File: src/rtl/mem_access_stage_if.sv
// Bundle of the memory-access stage's upstream, downstream and data-memory signals.
// The stage uses the slave modport; the surrounding pipeline or bench drives the master side.
interface mem_access_stage_if #(
   parameter int ADDR_W = 32,
   parameter int RD_W   = 5
);
   logic              flush;
   logic              in_valid;
   logic              in_ready;
   logic [31:0]       in_alures;
   logic [31:0]       in_busb;
   logic [31:0]       in_PC;
   logic [RD_W-1:0]   in_rd;
   logic [2:0]        in_MemOp;
   logic              in_MemWr;
   logic              in_MemtoReg;
   logic              in_RegWr;
   logic              out_valid;
   logic              out_ready;
   logic [31:0]       out_wdata;
   logic [RD_W-1:0]   out_rd;
   logic              out_RegWr;
   logic [31:0]       out_PC;
   logic              out_misalign;
   logic              dmem_req;
   logic              dmem_ready;
   logic              dmem_we;
   logic [ADDR_W-1:0] dmem_addr;
   logic [31:0]       dmem_wdata;
   logic [3:0]        dmem_wmask;
   logic              dmem_rvalid;
   logic [31:0]       dmem_rdata;

   modport slave (
      input  flush, in_valid, in_alures, in_busb, in_PC, in_rd, in_MemOp,
             in_MemWr, in_MemtoReg, in_RegWr, out_ready,
             dmem_ready, dmem_rvalid, dmem_rdata,
      output in_ready, out_valid, out_wdata, out_rd, out_RegWr, out_PC,
             out_misalign, dmem_req, dmem_we, dmem_addr, dmem_wdata, dmem_wmask
   );

   modport master (
      output flush, in_valid, in_alures, in_busb, in_PC, in_rd, in_MemOp,
             in_MemWr, in_MemtoReg, in_RegWr, out_ready,
             dmem_ready, dmem_rvalid, dmem_rdata,
      input  in_ready, out_valid, out_wdata, out_rd, out_RegWr, out_PC,
             out_misalign, dmem_req, dmem_we, dmem_addr, dmem_wdata, dmem_wmask
   );
endinterface

File: src/rtl/mem_access_stage.sv
// RV32 memory-access pipeline stage: issues loads/stores on a req/ready data port,
// extends load data and forwards the write-back value with valid/ready handshakes.
module mem_access_stage #(
   parameter int ADDR_W = 32,
   parameter int RD_W   = 5
) (
   input logic             clk,
   input logic             rst,
   mem_access_stage_if.slave bus
);

   localparam logic [2:0] S_IDLE  = 3'd0;
   localparam logic [2:0] S_REQ   = 3'd1;
   localparam logic [2:0] S_WAIT  = 3'd2;
   localparam logic [2:0] S_DONE  = 3'd3;
   localparam logic [2:0] S_DRAIN = 3'd4;

   logic [2:0]      r_state;
   logic [2:0]      w_next_state;
   logic [31:0]     r_addr;
   logic [31:0]     r_busb;
   logic [31:0]     r_pc;
   logic [31:0]     r_result;
   logic [RD_W-1:0] r_rd;
   logic [2:0]      r_memop;
   logic            r_memwr;
   logic            r_regwr;
   logic            r_misalign;

   logic            w_in_ready;
   logic            w_accept;
   logic            w_in_misalign;
   logic [2:0]      w_entry_state;
   logic            w_req;
   logic [7:0]      w_byte;
   logic [15:0]     w_half;
   logic [31:0]     w_load_data;
   logic [31:0]     w_store_data;
   logic [3:0]      w_store_mask;

   assign w_in_ready = !bus.flush && ((r_state == S_IDLE) || ((r_state == S_DONE) && bus.out_ready));
   assign w_accept   = bus.in_valid && w_in_ready;
   assign w_req      = (r_state == S_REQ);

   // Alignment only matters for real memory accesses; ALU results pass through untouched.
   assign w_in_misalign = (bus.in_MemtoReg || bus.in_MemWr) &&
                          (((bus.in_MemOp[1:0] == 2'b01) && bus.in_alures[0]) ||
                           ((bus.in_MemOp[1:0] == 2'b10) && (bus.in_alures[1:0] != 2'b00)));

   assign w_entry_state = w_in_misalign                      ? S_DONE :
                          (bus.in_MemWr || bus.in_MemtoReg)  ? S_REQ  : S_DONE;

   // NOTE: every always_comb output gets a default first so no latch is inferred.
   always_comb begin
      w_byte = bus.dmem_rdata[7:0];
      case (r_addr[1:0])
         2'b01:   w_byte = bus.dmem_rdata[15:8];
         2'b10:   w_byte = bus.dmem_rdata[23:16];
         2'b11:   w_byte = bus.dmem_rdata[31:24];
         default: w_byte = bus.dmem_rdata[7:0];
      endcase
      w_half = r_addr[1] ? bus.dmem_rdata[31:16] : bus.dmem_rdata[15:0];
      case (r_memop)
         3'b000:  w_load_data = {{24{w_byte[7]}}, w_byte};
         3'b001:  w_load_data = {{16{w_half[15]}}, w_half};
         3'b100:  w_load_data = {24'd0, w_byte};
         3'b101:  w_load_data = {16'd0, w_half};
         default: w_load_data = bus.dmem_rdata;
      endcase
   end

   always_comb begin
      w_store_data = r_busb;
      w_store_mask = 4'b1111;
      case (r_memop[1:0])
         2'b00: begin
            w_store_data = {4{r_busb[7:0]}};
            w_store_mask = 4'b0001 << r_addr[1:0];
         end
         2'b01: begin
            w_store_data = {2{r_busb[15:0]}};
            w_store_mask = r_addr[1] ? 4'b1100 : 4'b0011;
         end
         default: begin
            w_store_data = r_busb;
            w_store_mask = 4'b1111;
         end
      endcase
   end

   always_comb begin
      w_next_state = r_state;
      case (r_state)
         S_IDLE: if (w_accept) w_next_state = w_entry_state;
         S_REQ: begin
            if (bus.dmem_ready) begin
               if (r_memwr) w_next_state = bus.flush ? S_IDLE : S_DONE;
               else         w_next_state = bus.flush ? S_DRAIN : S_WAIT;
            end else if (bus.flush) begin
               w_next_state = S_IDLE;
            end
         end
         // A response arriving with the flush is itself the one being discarded.
         S_WAIT: begin
            if (bus.flush)            w_next_state = bus.dmem_rvalid ? S_IDLE : S_DRAIN;
            else if (bus.dmem_rvalid) w_next_state = S_DONE;
         end
         S_DONE: begin
            if (bus.flush)          w_next_state = S_IDLE;
            else if (bus.out_ready) w_next_state = w_accept ? w_entry_state : S_IDLE;
         end
         S_DRAIN: if (bus.dmem_rvalid) w_next_state = S_IDLE;
         default: w_next_state = S_IDLE;
      endcase
   end

   // NOTE: sequential state uses non-blocking assignments so all registers update together.
   always_ff @(posedge clk or negedge rst) begin
      if (!rst) begin
         r_state    <= S_IDLE;
         r_addr     <= '0;
         r_busb     <= '0;
         r_pc       <= '0;
         r_result   <= '0;
         r_rd       <= '0;
         r_memop    <= '0;
         r_memwr    <= 1'b0;
         r_regwr    <= 1'b0;
         r_misalign <= 1'b0;
      end else begin
         r_state <= w_next_state;
         if (w_accept) begin
            r_addr     <= bus.in_alures;
            r_busb     <= bus.in_busb;
            r_pc       <= bus.in_PC;
            r_result   <= bus.in_alures;
            r_rd       <= bus.in_rd;
            r_memop    <= bus.in_MemOp;
            r_memwr    <= bus.in_MemWr;
            r_regwr    <= bus.in_RegWr && !w_in_misalign;
            r_misalign <= w_in_misalign;
         end else if ((r_state == S_WAIT) && !bus.flush && bus.dmem_rvalid) begin
            r_result <= w_load_data;
         end
      end
   end

   assign bus.in_ready     = w_in_ready;
   assign bus.out_valid    = (r_state == S_DONE);
   assign bus.out_wdata    = r_result;
   assign bus.out_rd       = r_rd;
   assign bus.out_RegWr    = r_regwr;
   assign bus.out_PC       = r_pc;
   assign bus.out_misalign = r_misalign;

   assign bus.dmem_req   = w_req;
   assign bus.dmem_we    = w_req && r_memwr;
   assign bus.dmem_addr  = w_req ? {r_addr[ADDR_W-1:2], 2'b00} : '0;
   assign bus.dmem_wdata = (w_req && r_memwr) ? w_store_data : '0;
   assign bus.dmem_wmask = (w_req && r_memwr) ? w_store_mask : '0;

endmodule
File: src/flat_wrapper.sv
// flat-port wrapper written by rule: the top's interface ports become plain ports
module mem_access_stage_flat 
#(
   parameter int ADDR_W = 32,
   parameter int RD_W   = 5
)
  (clk, rst, bus_flush, bus_in_valid, bus_in_alures, bus_in_busb, bus_in_PC, bus_in_rd, bus_in_MemOp, bus_in_MemWr, bus_in_MemtoReg, bus_in_RegWr, bus_out_ready, bus_dmem_ready, bus_dmem_rvalid, bus_dmem_rdata, bus_in_ready, bus_out_valid, bus_out_wdata, bus_out_rd, bus_out_RegWr, bus_out_PC, bus_out_misalign, bus_dmem_req, bus_dmem_we, bus_dmem_addr, bus_dmem_wdata, bus_dmem_wmask);
  mem_access_stage_if #(.ADDR_W(ADDR_W), .RD_W(RD_W)) bus_i ();
  input logic clk;
  input logic rst;
  input wire logic [$bits(bus_i.flush)-1:0] bus_flush;
  input wire logic [$bits(bus_i.in_valid)-1:0] bus_in_valid;
  input wire logic [$bits(bus_i.in_alures)-1:0] bus_in_alures;
  input wire logic [$bits(bus_i.in_busb)-1:0] bus_in_busb;
  input wire logic [$bits(bus_i.in_PC)-1:0] bus_in_PC;
  input wire logic [$bits(bus_i.in_rd)-1:0] bus_in_rd;
  input wire logic [$bits(bus_i.in_MemOp)-1:0] bus_in_MemOp;
  input wire logic [$bits(bus_i.in_MemWr)-1:0] bus_in_MemWr;
  input wire logic [$bits(bus_i.in_MemtoReg)-1:0] bus_in_MemtoReg;
  input wire logic [$bits(bus_i.in_RegWr)-1:0] bus_in_RegWr;
  input wire logic [$bits(bus_i.out_ready)-1:0] bus_out_ready;
  input wire logic [$bits(bus_i.dmem_ready)-1:0] bus_dmem_ready;
  input wire logic [$bits(bus_i.dmem_rvalid)-1:0] bus_dmem_rvalid;
  input wire logic [$bits(bus_i.dmem_rdata)-1:0] bus_dmem_rdata;
  output wire logic [$bits(bus_i.in_ready)-1:0] bus_in_ready;
  output wire logic [$bits(bus_i.out_valid)-1:0] bus_out_valid;
  output wire logic [$bits(bus_i.out_wdata)-1:0] bus_out_wdata;
  output wire logic [$bits(bus_i.out_rd)-1:0] bus_out_rd;
  output wire logic [$bits(bus_i.out_RegWr)-1:0] bus_out_RegWr;
  output wire logic [$bits(bus_i.out_PC)-1:0] bus_out_PC;
  output wire logic [$bits(bus_i.out_misalign)-1:0] bus_out_misalign;
  output wire logic [$bits(bus_i.dmem_req)-1:0] bus_dmem_req;
  output wire logic [$bits(bus_i.dmem_we)-1:0] bus_dmem_we;
  output wire logic [$bits(bus_i.dmem_addr)-1:0] bus_dmem_addr;
  output wire logic [$bits(bus_i.dmem_wdata)-1:0] bus_dmem_wdata;
  output wire logic [$bits(bus_i.dmem_wmask)-1:0] bus_dmem_wmask;
  assign bus_i.flush = bus_flush;
  assign bus_i.in_valid = bus_in_valid;
  assign bus_i.in_alures = bus_in_alures;
  assign bus_i.in_busb = bus_in_busb;
  assign bus_i.in_PC = bus_in_PC;
  assign bus_i.in_rd = bus_in_rd;
  assign bus_i.in_MemOp = bus_in_MemOp;
  assign bus_i.in_MemWr = bus_in_MemWr;
  assign bus_i.in_MemtoReg = bus_in_MemtoReg;
  assign bus_i.in_RegWr = bus_in_RegWr;
  assign bus_i.out_ready = bus_out_ready;
  assign bus_i.dmem_ready = bus_dmem_ready;
  assign bus_i.dmem_rvalid = bus_dmem_rvalid;
  assign bus_i.dmem_rdata = bus_dmem_rdata;
  assign bus_in_ready = bus_i.in_ready;
  assign bus_out_valid = bus_i.out_valid;
  assign bus_out_wdata = bus_i.out_wdata;
  assign bus_out_rd = bus_i.out_rd;
  assign bus_out_RegWr = bus_i.out_RegWr;
  assign bus_out_PC = bus_i.out_PC;
  assign bus_out_misalign = bus_i.out_misalign;
  assign bus_dmem_req = bus_i.dmem_req;
  assign bus_dmem_we = bus_i.dmem_we;
  assign bus_dmem_addr = bus_i.dmem_addr;
  assign bus_dmem_wdata = bus_i.dmem_wdata;
  assign bus_dmem_wmask = bus_i.dmem_wmask;
  mem_access_stage #(.ADDR_W(ADDR_W), .RD_W(RD_W)) u_core (.clk(clk), .rst(rst), .bus(bus_i));
endmodule
File: config.mk
export PLATFORM = sky130hd
export DESIGN_NAME = mem_access_stage_flat
export DESIGN_NICKNAME = d
export VERILOG_FILES = /design/src/rtl/mem_access_stage_if.sv /design/src/rtl/mem_access_stage.sv /design/src/flat_wrapper.sv
export SDC_FILE = /design/constraint.sdc
export NUM_CORES = 1
export LEC_CHECK = 0
export ABC_CLOCK_PERIOD_IN_PS = 2700
export BUFFER_PORTS_ARGS = -buffer_cell sky130_fd_sc_hd__buf_2
export CORE_MARGIN = 3
export CORE_UTILIZATION = 53
export CTS_CLUSTER_DIAMETER = 50
export DETAILED_ROUTE_END_ITERATION = 10
export GPL_TIMING_DRIVEN = 0
export PLACE_DENSITY = 0.86
export SLEW_MARGIN = 20
export SYNTH_ARGS = -nofsm -noshare
export SYNTH_HDL_FRONTEND = slang
export SYNTH_SLANG_ARGS = --single-unit
File: constraint.sdc
create_clock -name clk -period 2.7 [get_ports clk]
set_input_delay 0.675 -clock clk [delete_from_list [all_inputs] [get_ports clk]]
set_output_delay 0.675 -clock clk [all_outputs]
set_load 0.02 [all_outputs]
=== After elaboration in Yosys (flattened, before gate mapping) ===
Index checks and enable logic that the tools add are counted.

* Bits in registers: 142
* Logic and storage cells: 77

* Eq/ne operators: 18
* Shift operators: 1
* Multiplexer cells: 27
* Reduce and logical (&&, ||, !) cells: 21

{| class="wikitable"
|+ Operators with widths
! operator !! count
|-
| 32-bit 2-to-1 mux || 4
|-
| 32-bit case mux with 4 select lines || 1
|-
| 32-bit case mux with 2 select lines || 1
|-
| 3-bit 2-to-1 mux || 13
|-
| 8-bit case mux with 3 select lines || 1
|-
| 16-bit 2-to-1 mux || 1
|-
| 3-bit case mux with 5 select lines || 1
|-
| 1-bit logical AND || 10
|-
| 3-bit == test (second input constant) || 3
|-
| 3-bit inequality test (second input constant) || 3
|-
| 4-bit 2-to-1 mux || 2
|-
| 4-bit case mux with 2 select lines || 1
|-
| 2-bit by 1-bit == test with 1-bit output (second input constant) || 3
|-
| 2-bit == test (second input constant) || 3
|-
| 3-bit by 1-bit == test with 1-bit output (second input constant) || 2
|-
| 3-bit by 2-bit == test with 1-bit output (second input constant) || 2
|-
| 3-bit logical NOT || 2
|-
| 5-bit AND reduction || 1
|-
| 2-bit 2-to-1 mux || 2
|-
| 2-bit nonzero test || 2
|-
| 1-bit by 2-bit left shift with 4-bit output (first input constant) || 1
|-
| 1-bit logical OR || 3
|-
| 1-bit logical NOT || 2
|-
| 2-bit logical NOT || 1
|-
| other kinds (2) || 2
|}

=== Depth between registers and ports, before layout ===
Gate-level depths: netlist (run 1).

* Depth in word-level cells: 9
* Depth in mapped cells: 8

=== Worst setup path after synthesis (run 1) ===
Ideal clock, no wire load.

* Path kind: register to output
* From: register u_core.r_state[1]
* To: output bus_dmem_wdata[14]
* Arrival: 1.480 ns
* Slack: 0.545 ns
* Cell stages (with the launch flop): 6
* Path buffers: 3
* Path through: dfrtp_1 > buf_2 > nand4bb_1 > buf_2 > buf_1 > a21oi_1

* Cells in the longest elaborated chain, start to end: 3

{| class="wikitable"
|+ RTL lines
! element !! RTL line !! RTL
|-
| from (decl) || mem_access_stage.sv:18 || <nowiki>logic [2:0] r_state;</nowiki>
|-
| from (signal assigned) || mem_access_stage.sv:131 || <nowiki>r_state <= w_next_state;</nowiki>
|-
| 3-bit by 1-bit == test with 1-bit output || mem_access_stage.sv:43 || <nowiki>assign w_req = (r_state == S_REQ);</nowiki>
|-
| 1-bit logical AND || mem_access_stage.sv:159 || <nowiki>assign bus.dmem_wdata = (w_req && r_memwr) ? w_store_data : '0;</nowiki>
|-
| 32-bit 2-to-1 mux || mem_access_stage.sv:159 ||
|-
| to (decl) || flat_wrapper.sv:35 || <nowiki>output wire logic [$bits(bus_i.dmem_wdata)-1:0] bus_dmem_wdata;</nowiki>
|}

Every way passes these cells.

=== Worst setup path after layout (run 1) ===
* From: register u_core.r_memop[0]
* To: output bus_dmem_wdata[26]

* Cells in the longest elaborated chain, start to end: 3

{| class="wikitable"
|+ RTL lines
! element !! RTL line !! RTL
|-
| from (decl) || mem_access_stage.sv:25 || <nowiki>logic [2:0] r_memop;</nowiki>
|-
| from (signal assigned) || mem_access_stage.sv:138 || <nowiki>r_memop <= bus.in_MemOp;</nowiki>
|-
| 2-bit by 1-bit == test with 1-bit output or 2-bit logical NOT (tied branches) || mem_access_stage.sv:75 || <nowiki>case (r_memop[1:0])</nowiki>
|-
| 32-bit case mux with 2 select lines (*) || mem_access_stage.sv:75 ||
|-
| 32-bit 2-to-1 mux (*) || mem_access_stage.sv:159 ||
|}

Every way passes the cells marked *; elsewhere a longest branch is shown, timed or not.

==> results of run 1 <==
report_power, final:
part | leakage [nW] | switching [W] | internal (W)
clock | 0.277 | 0.000944 | 0.00137
combinational | 3.28 | 0.00338 | 0.00201
sequential | 1.76 | 0.000664 | 0.00313
kinds of logic (layout without fill, tap and decap cells):
family | Yosys count | in the layout
muxes | 35 | 35
other | 1 | 3
and+or+nand+nor | 460 | 460
DFF | 142 | 142
buffers and inverters | 72 | 392
AOI/OAI and AO/OA | 130 | 130
critical path: stages (launching register included):
cell and delay (ps):
sky130_fd_sc_hd__dfrtp_1 380, sky130_fd_sc_hd__buf_6 150, sky130_fd_sc_hd__buf_6 160, sky130_fd_sc_hd__buf_8 170
sky130_fd_sc_hd__mux2i_2 250, sky130_fd_sc_hd__nor2_1 70, sky130_fd_sc_hd__a21oi_1 120, sky130_fd_sc_hd__nor2_1 60
sky130_fd_sc_hd__buf_2 160
sequential cells by signal (all words and copies together), names as in the netlist:
| name | count |
|---|---|
| u_core.bus.out_misalign | 1 |
| u_core.r_memop | 3 |
| u_core.bus.out_RegWr | 1 |
| u_core.r_memwr | 1 |
| u_core.r_addr | 32 |
| u_core.bus.out_wdata | 32 |
| u_core.bus.out_rd | 5 |
| u_core.r_busb | 32 |
| u_core.r_state | 3 |
| u_core.bus.out_PC | 32 |
cell type report:
type	count	area, um^2
repair buffers	289	1500
fillers	1040	3660
well taps	176	220
flip-flops and latches	142	3550
multi-input cells	627	3340
plain buffers	59	393
inverters	12	45.0
clock inverters	15	161
diodes	1	2.50
clock buffers	17	425
cell usage in the layout (no fill, tap or decap), types with 3 or more instances in the layout:
cell type                    count
sky130_fd_sc_hd__o221a_2         7
sky130_fd_sc_hd__clkbuf_4        3
sky130_fd_sc_hd__mux2i_2         3
sky130_fd_sc_hd__o21ai_1         9
sky130_fd_sc_hd__nand2_1       346
sky130_fd_sc_hd__nand2b_1        3
sky130_fd_sc_hd__o21ai_0        31
sky130_fd_sc_hd__buf_4          17
sky130_fd_sc_hd__mux2i_1        23
sky130_fd_sc_hd__inv_6           4
sky130_fd_sc_hd__mux2_2          8
sky130_fd_sc_hd__and4_1          7
sky130_fd_sc_hd__clkinv_4        3
sky130_fd_sc_hd__dfrtp_1       141
sky130_fd_sc_hd__buf_6          10
sky130_fd_sc_hd__o221ai_1        7
sky130_fd_sc_hd__a21oi_2         3
sky130_fd_sc_hd__a22oi_2        10
sky130_fd_sc_hd__buf_2         310
sky130_fd_sc_hd__clkinvlp_4      4
sky130_fd_sc_hd__a22oi_1         6
sky130_fd_sc_hd__a31oi_1         8
sky130_fd_sc_hd__and2_1         40
sky130_fd_sc_hd__a21oi_1        35
sky130_fd_sc_hd__and3b_1         7
sky130_fd_sc_hd__clkbuf_1        4
sky130_fd_sc_hd__inv_1          12
sky130_fd_sc_hd__clkbuf_16      17
sky130_fd_sc_hd__nor2_1         31
sky130_fd_sc_hd__nor2_2          3
repair_timing:
item | 4_1_cts | 5_1_grt
setup endpoints to repair | 53 | 49
hold buffers | 0 | 0
buffers inserted | 2 | 1
resized for setup | 23 | 18
pin swaps | 1 | 0
through the flow:
stage / TNS, ps / instance area (um^2) / std cells / total power, W
after CTS: 0 / 9600 / 1337 / 0.0114
after global routing: -28.6 / 9630 / 1337 / 0.0122
final: 0 / 9640 / 1338 / 0.0115
after floorplan: 0 / 7240 / 841 / 0.00714
after global placement: -144440 / 8880 / 1302 / 0.00877
after detailed placement: -515 / 8920 / 1303 / 0.00895
layer usage:
metal,wire [um],vias up
met3,1980,42
met4,573,0
met5,0,-
met2,11400,377
met1,9490,3506
li1,-,3382
how the worst min path moves through the flow:
| stage | startpoint | endpoint | slack [ps] | depth (start not counted) |
|---|---|---|---|---|
| floorplan | rst | u_core.bus.out_PC[0]$_DFFE_PN0P_ | 380 | 0 |
| global placement | u_core.r_addr[4]$_DFFE_PN0P_ | u_core.r_addr[4]$_DFFE_PN0P_ | 450 | 2 |
| detailed placement | u_core.r_addr[20]$_DFFE_PN0P_ | u_core.r_addr[20]$_DFFE_PN0P_ | 450 | 2 |
| CTS | rst | u_core.bus.out_PC[12]$_DFFE_PN0P_ | 190 | 1 |
| global route | rst | u_core.bus.out_PC[12]$_DFFE_PN0P_ | 210 | 1 |
| finish | rst | u_core.bus.out_PC[12]$_DFFE_PN0P_ | 170 | 1 |
==> run summary, run 1 <==
fin. max-slew vios: 0
critical path capture point type: output pin
clock tree from TritonCTS: built
effective utilization at floorplan: 0.544
leakage power of the design: 5.32 nW
average wire per cell in the routed design: 17.5 um
Worst EP required: 2030 ps
final hold violation count: 0
layout overhead on the synthesized area: 33.3%
Iteration-0 DRC Markers: 586
endpoint of the most critical setup path: bus_dmem_wdata[26]
Mapped Avg Cell Area: 8.61 um^2
total CTS buffers: 17
CP Launch Point: u_core.r_memop[0]$_DFFE_PN0P_
clock transition at the registers of the reported paths: 60 ps
overflow left after global routing: 0
most instantiated flip-flop cell in the synthesis netlist: sky130_fd_sc_hd__dfrtp_1
count of state elements after synthesis: 142
basic-gate share of the synthesized area counting and, or, nand and nor cells: 0.278
final critical-path setup slack: 88.1 ps
die outline area: 15100 um^2
number of nets in the finished design: 1294
Finish-stage setup viols: 0
worst supply voltage drop on vdd: 0.000801 V
crit share post-route: 0.967
Max Clk Rate: 383 MHz
vias in the first global route: 6874
final core area utilization: 0.725
power per standard cell area: 1190 nW/um^2
compound-cell area share of the yosys netlist: 0.123
sequential share of the synthesized area: 0.491
worst min path class: primary input to async pin
largest family of logic cells by synthesized area: simple AND/OR/NAND/NOR gates
die span in y: 123 um
total number of vias: 7307
sum of net half-perimeters after detailed placement: 17400 um
post-synth top area cell: sky130_fd_sc_hd__dfrtp_1
GRT Util Overall: 0.308
average vias per placed instance: 5.46
number of remaining DRC errors: 0
top fanout value on the critical path: 10
wire length after detailed routing: 23500 um
minimum clock period: 2610 ps
synthesized netlist cell count: 840
async set-reset flop share out of synthesis: 1.00
yosys synthesis warning count: 0
top-area cell type share of the netlist area: 0.491
arrival time reported for the critical path endpoint: 1940 ps
width of the chip: 123 um
highest-utilization routing layer at the global route stage: met2
Post-synth EDFFs: 0
skew final: 6.23 ps
worst setup path category: flip-flop to output pin
reg-to-reg slack, setup: 780 ps
xor and xnor area share after synthesis: 0
first-pass iteration count of the detailed router: 5
post-synthesis instance area: 7230 um^2
number of port buffers: 285
Crit Reg-Reg Endpoint: u_core.bus.out_wdata[4]$_DFFE_PN0P_
CTS Buffer Depth: 2
CTS root buf: sky130_fd_sc_hd__clkbuf_16
clock sink total: 142
maximum level of the CTS H-tree: 4
first-pass GRT wire length: 35700 um
top post-synthesis cells by area: sky130_fd_sc_hd__dfrtp_1 (49%), sky130_fd_sc_hd__nand2_1 (18%), sky130_fd_sc_hd__mux2i_1 (3.6%)
worst skew pair latency: 420 ps
GR met1 Demand/Resource: 0.407
count of cells along the worst register-to-register path: 6
final worst hold slack: 172 ps
std cell rows: 42
final antenna-violating net count: 0
area of the core region: 13300 um^2
pre-CTS setup slack: -64.2 ps
Netlist cell types: 55
met2 track demand over resource in global routing: 0.501
mux contribution to synthesized area: 0.0516
kind of start point of the critical path: flip-flop
pin count of the biggest net entering global routing: 83
final weighted congestion in routability-driven placement: 0.920
most numerous cell types in the synthesized netlist: sky130_fd_sc_hd__nand2_1 (346), sky130_fd_sc_hd__dfrtp_1 (142), sky130_fd_sc_hd__and2_1 (40)
Adder-Cell Fraction of Synth Area: 0
most common cell in the netlist: sky130_fd_sc_hd__nand2_1
Boundary Pins: 289
run status: complete, no violations
met3 Resource Use GR: 0.0664
initial antenna violation count: 0
Worst R2R Start: u_core.r_state[0]$_DFFE_PN0P_
share of post-route cells with drive strength above 1: 0.369
Max Cap Viol: 0
Note: power is estimated with default switching activity, not from simulation.
==> run 2: changes to the inputs <==
- ABC_AREA: unset -> 1
- PLACE_DENSITY: 0.86 -> 0.87
- REMOVE_ABC_BUFFERS: unset -> 1
==> run summary, run 2 <==
transition at the pin with the smallest max-transition slack: 627 ps
area of the core region: 12900 um^2
die span in y: 122 um
most common cell in the netlist: sky130_fd_sc_hd__nand2_1
share of post-route cells with drive strength above 1: 0.312
max incr delay on CP: 420 ps
sum of net half-perimeters after detailed placement: 16100 um
vias in the first global route: 7574
overflow left after global routing: 0
top library cells by usage in the layout, fill and taps aside: sky130_fd_sc_hd__nand2_1 (354), sky130_fd_sc_hd__buf_2 (247), sky130_fd_sc_hd__dfrtp_1 (138), sky130_fd_sc_hd__nor2_1 (114), sky130_fd_sc_hd__inv_1 (94)
leakage power of the design: 5.59 nW
count of state elements after synthesis: 142
Mapped Avg Cell Area: 7.19 um^2
Cell Area, Placed: 8670 um^2
wire length after detailed routing: 26000 um
post-synth top area cell: sky130_fd_sc_hd__dfrtp_1
number of port buffers: 286
dpl cells: 1402
unrepaired setup endpoints after global routing: yes
Iteration-0 DRC Markers: 791
pre-CTS setup slack: -1380 ps
highest-delay cell along the critical path: sky130_fd_sc_hd__dfrtp_2
top-area cell type share of the netlist area: 0.497
std cell rows: 41
final weighted congestion in routability-driven placement: 0.869
maximum level of the CTS H-tree: 4
Buf/Inv on CP: 6
commonest non-fill, non-tap cell in the layout: sky130_fd_sc_hd__nand2_1
effective utilization at floorplan: 0.553
clock sink total: 142
initial antenna violation count: 2
total CTS buffers: 17
final antenna-violating net count: 0
final critical-path setup slack: -104 ps
kind of start point of the critical path: flip-flop
Max Cap Viol: 0
Fill cells: 894
die outline area: 14900 um^2
yosys synthesis warning count: 0
Netlist cell types: 24
width of the chip: 122 um
Boundary Pins: 289
CTS Buffer Depth: 2
clock tree from TritonCTS: built
Finish-stage setup viols: 36
final non-filler cell total: 1460
GRT Util Overall: 0.328
synthesized netlist cell count: 995
total number of vias: 8040
top fanout value on the critical path: 5
Worst EP required: 2030 ps
worst supply voltage drop on vdd: 0.000800 V
total area of sequential cells: 3560 um^2
average wire per cell in the routed design: 17.8 um
count of cells along the worst register-to-register path: 10
skew final: 8.43 ps
average vias per placed instance: 5.51
post-route setup TNS: -2170 ps
critical-path cell list: nor3_4, clkinvlp_4, nor2_4, buf_12, buf_6, clkinvlp_4, buf_6, nor2_1, buf_4
Post-synth EDFFs: 0
Max Clk Rate: 357 MHz
critical path capture point type: output pin
worst setup path category: flip-flop to output pin
Worst R2R Start: u_core.r_state[2]$_DFFE_PN0P_
final hold violation count: 0
violations in the final reports: setup timing
pin count of the biggest net entering global routing: 81
Layout Cell Area excl Fill: 10100 um^2
layout overhead on the synthesized area: 40.6%
async set-reset flop share out of synthesis: 1.00
worst skew pair latency: 420 ps
most instantiated flip-flop cell in the synthesis netlist: sky130_fd_sc_hd__dfrtp_1
sequential share of the synthesized area: 0.497
dominant delay contributor by cell family on the critical path: buffers and inverters
arrival time reported for the critical path endpoint: 2130 ps
first-pass GRT wire length: 38000 um
number of nets in the finished design: 1420
most numerous cell types in the synthesized netlist: sky130_fd_sc_hd__nand2_1 (357), sky130_fd_sc_hd__dfrtp_1 (142), sky130_fd_sc_hd__nor2_1 (135)
top post-synthesis cells by area: sky130_fd_sc_hd__dfrtp_1 (50%), sky130_fd_sc_hd__nand2_1 (19%), sky130_fd_sc_hd__nor2_1 (7.1%)
Slew Limit Headroom: 0.582
crit share post-route: 1.04
run status: finished, violations left
multi-input combinational cell area: 3190 um^2
Crit Reg-Reg Endpoint: u_core.bus.out_wdata[25]$_DFFE_PN0P_
first-pass iteration count of the detailed router: 5
number of remaining DRC errors: 0
CTS root buf: sky130_fd_sc_hd__clkbuf_16
number of hold buffers added after cts: 0
fin. max-slew vios: 0
worst min path class: primary input to async pin
clock transition at the registers of the reported paths: 60 ps
post-synthesis instance area: 7150 um^2
power per standard cell area: 1260 nW/um^2
minimum clock period: 2800 ps
reg-to-reg slack, setup: 140 ps
-- run 2: changes by cell type in the layout (fill, tap and decap cells not counted), moves of 18 or more --
| cell | delta |
|---|---|
| sky130_fd_sc_hd__a21oi_1 | -18 |
| sky130_fd_sc_hd__nand3_1 | +57 |
| sky130_fd_sc_hd__inv_1 | +82 |
| sky130_fd_sc_hd__and2_1 | -40 |
| sky130_fd_sc_hd__nand4_1 | +20 |
| sky130_fd_sc_hd__mux2i_1 | -23 |
| sky130_fd_sc_hd__o21ai_0 | +37 |
| sky130_fd_sc_hd__buf_2 | -63 |
| sky130_fd_sc_hd__nor2_1 | +83 |
-- run 2: how the worst max path moves through the flow --
stage | start | endpoint | slack [ps] | depth (start not counted)
2_1_floorplan | u_core.r_state[1]$_DFFE_PN0P_ | bus_dmem_wmask[3] | -1130 | 5
3_3_place_gp | bus_flush | u_core.bus.out_wdata[2]$_DFFE_PN0P_ | -2300 | 7
3_5_place_dp | u_core.r_state[2]$_DFFE_PN0P_ | bus_dmem_wmask[1] | -1380 | 6
4_1_cts | u_core.r_state[2]$_DFFE_PN0P_ | bus_dmem_wdata[1] | -110 | 8
5_1_grt | u_core.r_state[2]$_DFFE_PN0P_ | bus_dmem_wdata[6] | -170 | 9
6_report | u_core.r_state[2]$_DFFE_PN0P_ | bus_dmem_wdata[6] | -100 | 9
-- run 2: logic make-up (layout without fill, tap and decap cells) --
kind of cell / Yosys count / count (layout) / synth area share
other cells: 1 / 3 / 0.000524
compound gates: 98 / 98 / 0.0733
flops: 142 / 142 / 0.497
simple gates: 595 / 597 / 0.340
buf+inv: 159 / 448 / 0.0889
-- run 2: per-stage QoR --
step | hold WS (ps) | total power [W] | util
after floorplan | 379 | 0.00706 | -
after global placement | 457 | 0.00875 | 0.662
after detailed placement | 460 | 0.00895 | 0.671
after CTS | 204 | 0.0123 | 0.755
after global routing | 225 | 0.0135 | 0.778
final | 195 | 0.0127 | 0.778
-- run 2: what timing repair did --
action,CTS,global route
cloned,4,1
resized for setup,70,64
pin swaps,3,8
setup buffers,17,3
endpoints found under the setup margin,160,136
-- run 2: power by group --
group,total (W),internal [W],switching (W),leakage (nW)
registers,0.00382,0.00315,0.000665,1.73
clock network,0.00286,0.00192,0.000940,0.343
logic,0.00602,0.00198,0.00404,3.51
total,0.0127,0.00706,0.00564,5.59
-- run 2: cell type report --
cell class / instances / share of cell area
flip-flops and latches: 142 / 0.354
multi-input cells: 697 / 0.318
repair buffers: 310 / 0.191
clock buffers: 17 / 0.0423
inverters: 103 / 0.0419
clock inverters: 15 / 0.0290
well taps: 172 / 0.0214
repair inverters: 3 / 0.00199
diodes: 1 / 0.000249
-- run 2: routing by layer --
| metal | vias up | GRT usage | part of all wire |
|---|---|---|---|
| met4 | 2 | 0.160 | 0.043 |
| met2 | 501 | 0.532 | 0.49 |
| met1 | 3789 | 0.388 | 0.36 |
| li1 | 3644 | - | - |
| met5 | - | 0 | 0.00050 |
| met3 | 104 | 0.118 | 0.10 |
